**src/rtl/id_ex_stage.sv**
```systemverilog
// ID/EX pipeline register: decodes opcode/funct into the ALU control word
// and latches operands, with stall (hold) and flush (bubble) from hazard unit.
module id_ex_stage #(
   parameter int N = 32
) (
   input  logic         clk,
   input  logic         reset,
   input  logic         in_valid,
   input  logic [5:0]   opcode,
   input  logic [5:0]   funct,
   input  logic [4:0]   shamt,
   input  logic [15:0]  imm,
   input  logic [N-1:0] rs_data,
   input  logic [N-1:0] rt_data,
   input  logic [4:0]   rt_addr,
   input  logic [4:0]   rd_addr,
   input  logic         stall,
   input  logic         flush,
   output logic         out_valid,
   output logic [N-1:0] alu_in1,
   output logic [N-1:0] alu_in2,
   output logic [5:0]   alu_op,
   output logic [4:0]   dest_addr,
   output logic         reg_write,
   output logic         mem_read,
   output logic         mem_write,
   output logic [N-1:0] store_data,
   output logic         illegal
);

   typedef struct packed {
      logic         valid;
      logic [N-1:0] in1;
      logic [N-1:0] in2;
      logic [5:0]   op;
      logic [4:0]   dest;
      logic         we;
      logic         mr;
      logic         mw;
      logic [N-1:0] sd;
      logic         ill;
   } ex_t;

   localparam ex_t BUBBLE = '{
      valid: 1'b0,
      in1:   '0,
      in2:   '0,
      op:    6'b100000,
      dest:  5'd0,
      we:    1'b0,
      mr:    1'b0,
      mw:    1'b0,
      sd:    '0,
      ill:   1'b0
   };

   ex_t q;
   ex_t nx;

   logic [N-1:0] sext;
   logic [N-1:0] zext;
   logic [N-1:0] shz;

   logic r_alu;
   logic r_shf;
   logic op_addi;
   logic op_logi;
   logic op_lw;
   logic op_sw;
   logic op_beq;

   assign sext = {{(N-16){imm[15]}}, imm};
   assign zext = {{(N-16){1'b0}}, imm};
   assign shz  = {{(N-5){1'b0}}, shamt};

   always_comb begin
      r_alu   = 1'b0;
      r_shf   = 1'b0;
      if (opcode == 6'b000000) begin
         r_alu = funct inside {6'b100000, 6'b100010, 6'b100100,
                               6'b100101, 6'b100110, 6'b100111};
         r_shf = funct inside {6'b000010, 6'b000011};
      end
      op_addi = opcode == 6'b001000;
      op_logi = opcode inside {6'b001100, 6'b001101, 6'b001110};
      op_lw   = opcode == 6'b100011;
      op_sw   = opcode == 6'b101011;
      op_beq  = opcode == 6'b000100;
   end

   always_comb begin
      nx = BUBBLE;
      if (in_valid) begin
         nx.valid = 1'b1;
         nx.sd    = rt_data;
         nx.in1   = rs_data;
         unique case (1'b1)
            r_alu: begin
               nx.op   = funct;
               nx.in2  = rt_data;
               nx.dest = rd_addr;
               nx.we   = 1'b1;
            end
            r_shf: begin
               nx.op   = funct;
               nx.in1  = rt_data;
               nx.in2  = shz;
               nx.dest = rd_addr;
               nx.we   = 1'b1;
            end
            op_addi: begin
               nx.in2  = sext;
               nx.dest = rt_addr;
               nx.we   = 1'b1;
            end
            op_logi: begin
               // andi/ori/xori low opcode bits line up with and/or/xor funct
               nx.op   = {4'b1001, opcode[1:0]};
               nx.in2  = zext;
               nx.dest = rt_addr;
               nx.we   = 1'b1;
            end
            op_lw: begin
               nx.in2  = sext;
               nx.dest = rt_addr;
               nx.mr   = 1'b1;
               nx.we   = 1'b1;
            end
            op_sw: begin
               nx.in2  = sext;
               nx.mw   = 1'b1;
            end
            op_beq: begin
               nx.op   = 6'b100010;
               nx.in2  = rt_data;
            end
            default: begin
               nx     = BUBBLE;
               nx.ill = 1'b1;
            end
         endcase
         if (nx.dest == 5'd0) nx.we = 1'b0;
      end
   end

   always_ff @(posedge clk or posedge reset) begin
      if (reset)       q <= BUBBLE;
      else if (flush)  q <= BUBBLE;
      else if (!stall) q <= nx;
   end

   assign out_valid  = q.valid;
   assign alu_in1    = q.in1;
   assign alu_in2    = q.in2;
   assign alu_op     = q.op;
   assign dest_addr  = q.dest;
   assign reg_write  = q.we;
   assign mem_read   = q.mr;
   assign mem_write  = q.mw;
   assign store_data = q.sd;
   assign illegal    = q.ill;

endmodule

```
**config.mk**
```make
export PLATFORM = sky130hd
export DESIGN_NAME = id_ex_stage
export DESIGN_NICKNAME = d
export VERILOG_FILES = /design/src/rtl/id_ex_stage.sv
export SDC_FILE = /design/constraint.sdc
export NUM_CORES = 1
export LEC_CHECK = 0
export ABC_CLOCK_PERIOD_IN_PS = 3400
export BUFFER_PORTS_ARGS = -buffer_cell sky130_fd_sc_hd__buf_2
export CAP_MARGIN = 20
export CELL_PAD_IN_SITES_DETAIL_PLACEMENT = 1
export CELL_PAD_IN_SITES_GLOBAL_PLACEMENT = 1
export CORE_MARGIN = 1.5
export CORE_UTILIZATION = 33
export CTS_BUF_LIST = sky130_fd_sc_hd__clkbuf_2
export DETAILED_ROUTE_END_ITERATION = 8
export GPL_ROUTABILITY_DRIVEN = 0
export GPL_TIMING_DRIVEN = 0
export PLACE_DENSITY_LB_ADDON = 0.1
export SYNTH_ARGS = -nofsm -noshare
export SYNTH_HDL_FRONTEND = slang
export SYNTH_SLANG_ARGS = --single-unit
```
**constraint.sdc**
```tcl
create_clock -name clk -period 3.4 [get_ports clk]
set_input_delay 0.51 -clock clk [delete_from_list [all_inputs] [get_ports clk]]
set_output_delay 0.51 -clock clk [all_outputs]
set_load 0.01 [all_outputs]
```
==> impl_metrics.env, run 1 <==
export IMPL_status="finished clean"
export IMPL_grt_overflow=0
export IMPL_syn_area_per_cell_sq_um=12.7
export IMPL_p_per_area_nw_per_um2=343
export IMPL_postCtsSetupRepairBufs=0
export IMPL_die_x_um=124
export IMPL_tightest_slew_ns=0.933
export IMPL_cts_tree="done"
export IMPL_grt_pass1_wl_um=24800
export IMPL_cts_buffers=9
export IMPL_diodes=0
export IMPL_core_sq_um=14000
export IMPL_route_detailed_drc=0
export IMPL_drv_slew=0
export IMPL_max_slew_margin_rel_pct=37.7
export IMPL_synth_fp_nets=491
export IMPL_grt_usage_pct=21.6
export IMPL_synthDistinctLibCells=45
export IMPL_clock_latency_ns=0.58
export IMPL_period_minus_slack_ns=2.42
export IMPL_crit_fanout=10
export IMPL_grt_pass1_vias=4506
export IMPL_clockPowerShare_pct=28.4
export IMPL_synth_top_area_share_pct=57.9
export IMPL_synth_async_sr_flop_share_pct=100
export IMPL_seqPwrFrac_pct=61.0
export IMPL_fin_nets=742
export IMPL_dieHeight_um=124
export IMPL_via_per_inst=5.31
export IMPL_area_growth_synth_to_final_pct=34.7
export IMPL_arrival_ns=2.98
export IMPL_hpwl_um=12400
export IMPL_hp_class="in2reg"
export IMPL_dp_slack_ns=0.292
export IMPL_endpoint_kind="flip-flop"
export IMPL_fin_ws_ns=0.976
export IMPL_wl_per_cell_um=20.3
export IMPL_synthTopCellsByArea="dfrtp_1 (58%), a22o_1 (15%), a21o_1 (7.7%), a221o_2 (2.1%), clkbuf_1 (1.8%)"
export IMPL_cts_clk_slew_worst_paths_ns=0.30
export IMPL_fillerInstances=1592
export IMPL_p_leak_nw=3.84
export IMPL_synth_flop_cell="dfrtp_1"
export IMPL_crit_type="in2reg"
export IMPL_fin_crit_sh_pct=71.3
export IMPL_synth_enable_flop_cells=0
export IMPL_clock_path_buffers=2
export IMPL_setup_tns_ns=0
export IMPL_startpoint="flush"
export IMPL_p_int_w=0.00162
export IMPL_rr_startpoint="alu_in1[0]"
export IMPL_min_delay_start="imm[14]"
export IMPL_setup_viol=0
export IMPL_multi_input_area_sq_um=1830
export IMPL_grt_max_degree=41
export IMPL_wirelength_um=16500
export IMPL_pwr_share_comb_pct=10.6
export IMPL_cts_sinks=112
export IMPL_seqCellArea_sq_um=2800
export IMPL_hold_viol_final=0
export IMPL_start_util_pct=34.2
export IMPL_ys_warn_count=0
export IMPL_clockRootBuffer="clkbuf_2"
export IMPL_start_kind="input pin"
export IMPL_grt_setup_unrepaired="no"
export IMPL_htree_num_levels=3
export IMPL_drt_pre_antenna_iters=5
export IMPL_synth_largest_area_cell="dfrtp_1"
export IMPL_maxCapViolations=0
export IMPL_ys_ff_latch=112
export IMPL_ys_seq_area_share_pct=58.5
export IMPL_synth_most_common_cell="dfrtp_1"
export IMPL_fmax_ghz=0.413
export IMPL_p_switching_w=0.000597
export IMPL_numPortBuffers=220
export IMPL_sw_frac_of_total_pct=26.9
export IMPL_placementRows=43
export IMPL_ir_drop_mv=0.159
export IMPL_drive_gt1_share_pct=41.8
export IMPL_route_vias_total=4325
export IMPL_io_pins=224
export IMPL_drtIter0Drc=174
export IMPL_dieArea_sq_um=15300
export IMPL_syn_inst=379
export IMPL_final_antenna_net_count=0
export IMPL_syn_area_sq_um=4800
export IMPL_crit_required_ns=3.96
export IMPL_skew_ns=0
export IMPL_antenna_found_initial=1
export IMPL_ys_top_cells_by_count="dfrtp_1 (111), a22o_1 (83), a21o_1 (49)"
power by group through the flow:
stage / logic (W) / registers, W / clock network (W)
finish: 0.000236 / 0.00135 / 0.000631
CTS: 0.000232 / 0.00135 / 0.000664
floorplan: 0.0000816 / 0.00138 / 0
global route: 0.000259 / 0.00136 / 0.000716
detailed placement: 0.000221 / 0.00137 / 0
global placement: 0.000211 / 0.00137 / 0
cell families (layout without fill, tap and decap cells):
logic type | after synthesis | count (layout) | share of synthesized area (%)
AO/OA/AOI/OAI | 181 | 181 | 32.0
flip-flops | 112 | 112 | 58.5
AND/OR/NAND/NOR | 47 | 47 | 5.50
buffers and inverters | 36 | 291 | 3.42
adder cells (fa/ha/maj) | 2 | 2 | 0.417
XOR/XNOR | 1 | 1 | 0.183
layout make-up:
class	instances	share of cell area, %
clock buffers	10	0.775
clock inverters	5	0.988
flip-flops and latches	112	43.4
well taps	180	3.49
repair buffers	240	20.4
inverters	5	0.349
multi-input cells	231	28.3
plain buffers	31	2.25
path summary, 6_finish.rpt:
path | cells after the start | slack, ns | endpoint
setup / recovery | 7 | 0.98 | alu_in1[14]
hold / removal | 2 | 0.09 | alu_in2[14]
setup reg to reg | 2 | 2.51 | alu_in1[0]
hold reg to reg | 1 | 0.53 | alu_op[4]
max in group asynchronous | 4 | 2.04 | alu_op[5]
min in group asynchronous | 3 | 0.57 | store_data[28]
cells in the final DEF (no fill, tap or decap), types with 5 or more instances in the layout:
cell             n
buf_2          225
clkbuf_2        10
clkbuf_1        23
a221o_2          9
a21oi_1          5
nor3_1           6
nor2_1           5
a221o_1          8
a21o_1          49
a22o_1          83
a222oi_1         5
o21ai_0         10
nand2_1         14
dlygate4sd3_1   18
dfrtp_1        111
state kept, by name, summed over array words and instances (netlist names):
name        cells
alu_in1        32
reg_write       1
mem_read        1
alu_op          6
dest_addr       5
out_valid       1
mem_write       1
illegal         1
store_data     32
alu_in2        32
metrics by stage:
stage               area [sq um]  cells  util, %  total power (W)  hold WS [ns]
floorplan                   4800    379        -          0.00146         0.514
global placement            6130    779     43.6          0.00158         0.457
detailed placement          6170    781     43.9          0.00159         0.469
CTS                         6380    806     45.4          0.00225      0.000297
global route                6460    814     46.0          0.00233       0.00395
finish                      6460    814     46.0          0.00222        0.0869
routing by layer:
layer | vias to the layer above | part of all wire [%] | track usage, %
met2 | 146 | 47 | 34.8
li1 | 1972 | - | -
met1 | 2191 | 45 | 29.0
met5 | - | 0 | 0
met3 | 16 | 6.8 | 5.27
met4 | 0 | 1.4 | 6.75
worst max-delay path, cell delays in order:
cell and delay [ns]:
buf_2 0.11, or3b_2 0.45, clkbuf_1 0.31, nor4_2 0.72
clkbuf_1 0.56, a22o_1 0.22, a21o_1 0.09
timing repair:
item                                   4_1_cts  5_1_grt
endpoints found under the hold margin       36        8
hold buffers                                10        8
resized for setup                            0        0
(Power assumes the default switching activity.)
==> inputs of run 2 (changes only) <==
--- a/config.mk
+++ b/config.mk
@@ -5,7 +5,7 @@
 export SDC_FILE = /design/constraint.sdc
 export NUM_CORES = 1
 export LEC_CHECK = 0
-export ABC_CLOCK_PERIOD_IN_PS = 3400
+export ABC_CLOCK_PERIOD_IN_PS = 2200
 export BUFFER_PORTS_ARGS = -buffer_cell sky130_fd_sc_hd__buf_2
 export CAP_MARGIN = 20
 export CELL_PAD_IN_SITES_DETAIL_PLACEMENT = 1
==> constraint.sdc (replaced) <==
create_clock -name clk -period 2.2 [get_ports clk]
set_input_delay 0.33 -clock clk [delete_from_list [all_inputs] [get_ports clk]]
set_output_delay 0.33 -clock clk [all_outputs]
set_load 0.01 [all_outputs]
==> impl_metrics.env, run 2 (synthesis gave the netlist of run 1 again) <==
export IMPL_r2r_slack_ns=0.76
export IMPL_slowest_stage="nor3_2"
export IMPL_io_pins=224
export IMPL_slowest_delay_ns=0.69
export IMPL_final_antenna_net_count=0
export IMPL_crit_family="simple AND/OR/NAND/NOR gates"
export IMPL_clock_latency_ns=0.61
export IMPL_cts_clk_slew_worst_paths_ns=0.34
export IMPL_crit_required_ns=2.82
export IMPL_placementRows=43
export IMPL_hp_class="in2reg"
export IMPL_fin_nets=825
export IMPL_clockRootBuffer="clkbuf_2"
export IMPL_placed_area_sq_um=6180
export IMPL_final_cells=898
export IMPL_hpwl_um=12500
export IMPL_htree_num_levels=3
export IMPL_drtIter0Drc=239
export IMPL_period_minus_slack_ns=2.17
export IMPL_timing_hold_ws_ns=0.0491
export IMPL_via_per_inst=5.25
export IMPL_area_growth_synth_to_final_pct=52.8
export IMPL_final_util_pct=52.2
export IMPL_dp_slack_ns=-0.676
export IMPL_p_per_area_nw_per_um2=490
export IMPL_dieArea_sq_um=15300
export IMPL_cts_buffers=9
export IMPL_route_detailed_drc=0
export IMPL_die_x_um=124
export IMPL_endpoint_kind="flip-flop"
export IMPL_clock_path_buffers=2
export IMPL_start_kind="input pin"
export IMPL_path_cells="buf_2 -> or3b_2 -> clkbuf_1 -> nor3_2 -> clkbuf_1 -> a22o_1 -> a21o_1"
export IMPL_layout_commonest_cell="buf_2"
export IMPL_diodes=0
export IMPL_grt_usage_pct=24.2
export IMPL_multi_input_area_sq_um=1850
export IMPL_crit_type="in2reg"
export IMPL_grt_pass1_vias=5158
export IMPL_numPortBuffers=220
export IMPL_fillerInstances=1544
export IMPL_wirelength_um=18100
export IMPL_start_util_pct=34.2
export IMPL_core_sq_um=14000
export IMPL_fin_ws_ns=0.0266
export IMPL_dp_cells=781
export IMPL_dieHeight_um=124
export IMPL_maxCapViolations=0
export IMPL_seqCellArea_sq_um=2800
export IMPL_antenna_found_initial=0
export IMPL_crit_fanout=10
export IMPL_route_vias_total=4716
export IMPL_max_slew_margin_rel_pct=48.5
export IMPL_drv_slew=0
export IMPL_fin_crit_sh_pct=98.8
export IMPL_grt_overflow=0
export IMPL_cts_tree="done"
export IMPL_arrival_ns=2.80
export IMPL_grt_pass1_wl_um=28000
export IMPL_grt_max_degree=42
export IMPL_skew_ns=0
export IMPL_drive_gt1_share_pct=37.2
export IMPL_grt_setup_unrepaired="yes"
export IMPL_path_buf_inv=3
export IMPL_ir_drop_mv=0.299
export IMPL_fmax_ghz=0.460
export IMPL_status="finished clean"
export IMPL_drt_pre_antenna_iters=4
export IMPL_final_cell_mix="buf_2 (224), dfrtp_1 (111), dlygate4sd3_1 (101)"
export IMPL_cts_sinks=112
export IMPL_setup_viol=0
export IMPL_p_leak_nw=4.22
export IMPL_tightest_slew_ns=0.765
export IMPL_wl_per_cell_um=20.1
export IMPL_hold_viol_final=0
export IMPL_post_route_cell_area_sq_um=7330
export IMPL_crit_top_cell="clkbuf_1"
run 2: repair_timing:
item / in CTS / in global routing
hold buffers: 101 / 0
hold endpoints to repair: 133 / 0
setup buffers: 0 / 0
endpoints found under the setup margin: 0 / 45
resized for setup: 0 / 3
run 2: report_power, final:
part           switching (W)  total (W)  internal (W)
clock network       0.000744    0.00103      0.000282
registers         0.00000943    0.00209       0.00208
logic               0.000240   0.000475      0.000235
run 2: cell type report:
class / count / share of cell area (%)
buffer: 31 / 2.13
clock buffer: 9 / 0.615
clock inverter: 7 / 1.08
inverter: 5 / 0.307
multi-input combinational: 231 / 25.2
sequential: 112 / 38.3
tap: 180 / 3.07
timing repair buffer: 323 / 29.4
run 2: layer usage:
metal	wire (um)	global-route usage, %	vias to the layer above
met5	0	0	-
met4	301	7.69	0
met3	1190	5.40	24
met2	9020	42.6	177
met1	7590	29.6	2378
li1	-	-	2137
run 2: path summary, 6_finish.rpt:
| check | endpoint | cells after the start | from |
|---|---|---|---|
| worst max register to register | alu_in2[11] | 3 | alu_in2[11] |
| worst max-delay path | alu_in2[8] | 7 | flush |
| worst min-delay path | alu_in2[2] | 3 | shamt[2] |
| worst min register to register | alu_op[1] | 2 | alu_op[1] |
| min in group asynchronous | alu_in2[21] | 3 | reset |
| max in group asynchronous | alu_op[5] | 4 | reset |
run 2: worst reg2reg max path: stages (launching register included):
cell	delay, ns
dfrtp_1	0.47
a22o_1	0.22
a21o_1	0.15
dlygate4sd3_1	0.55
run 2: metrics by stage:
stage	setup TNS (ns)	total power [W]
2_1_floorplan	-0.510	0.00226
3_3_place_gp	-76.35	0.00245
3_5_place_dp	-48.76	0.00247
4_1_cts	0	0.00361
5_1_grt	-2.59	0.00373
6_report	0	0.00359
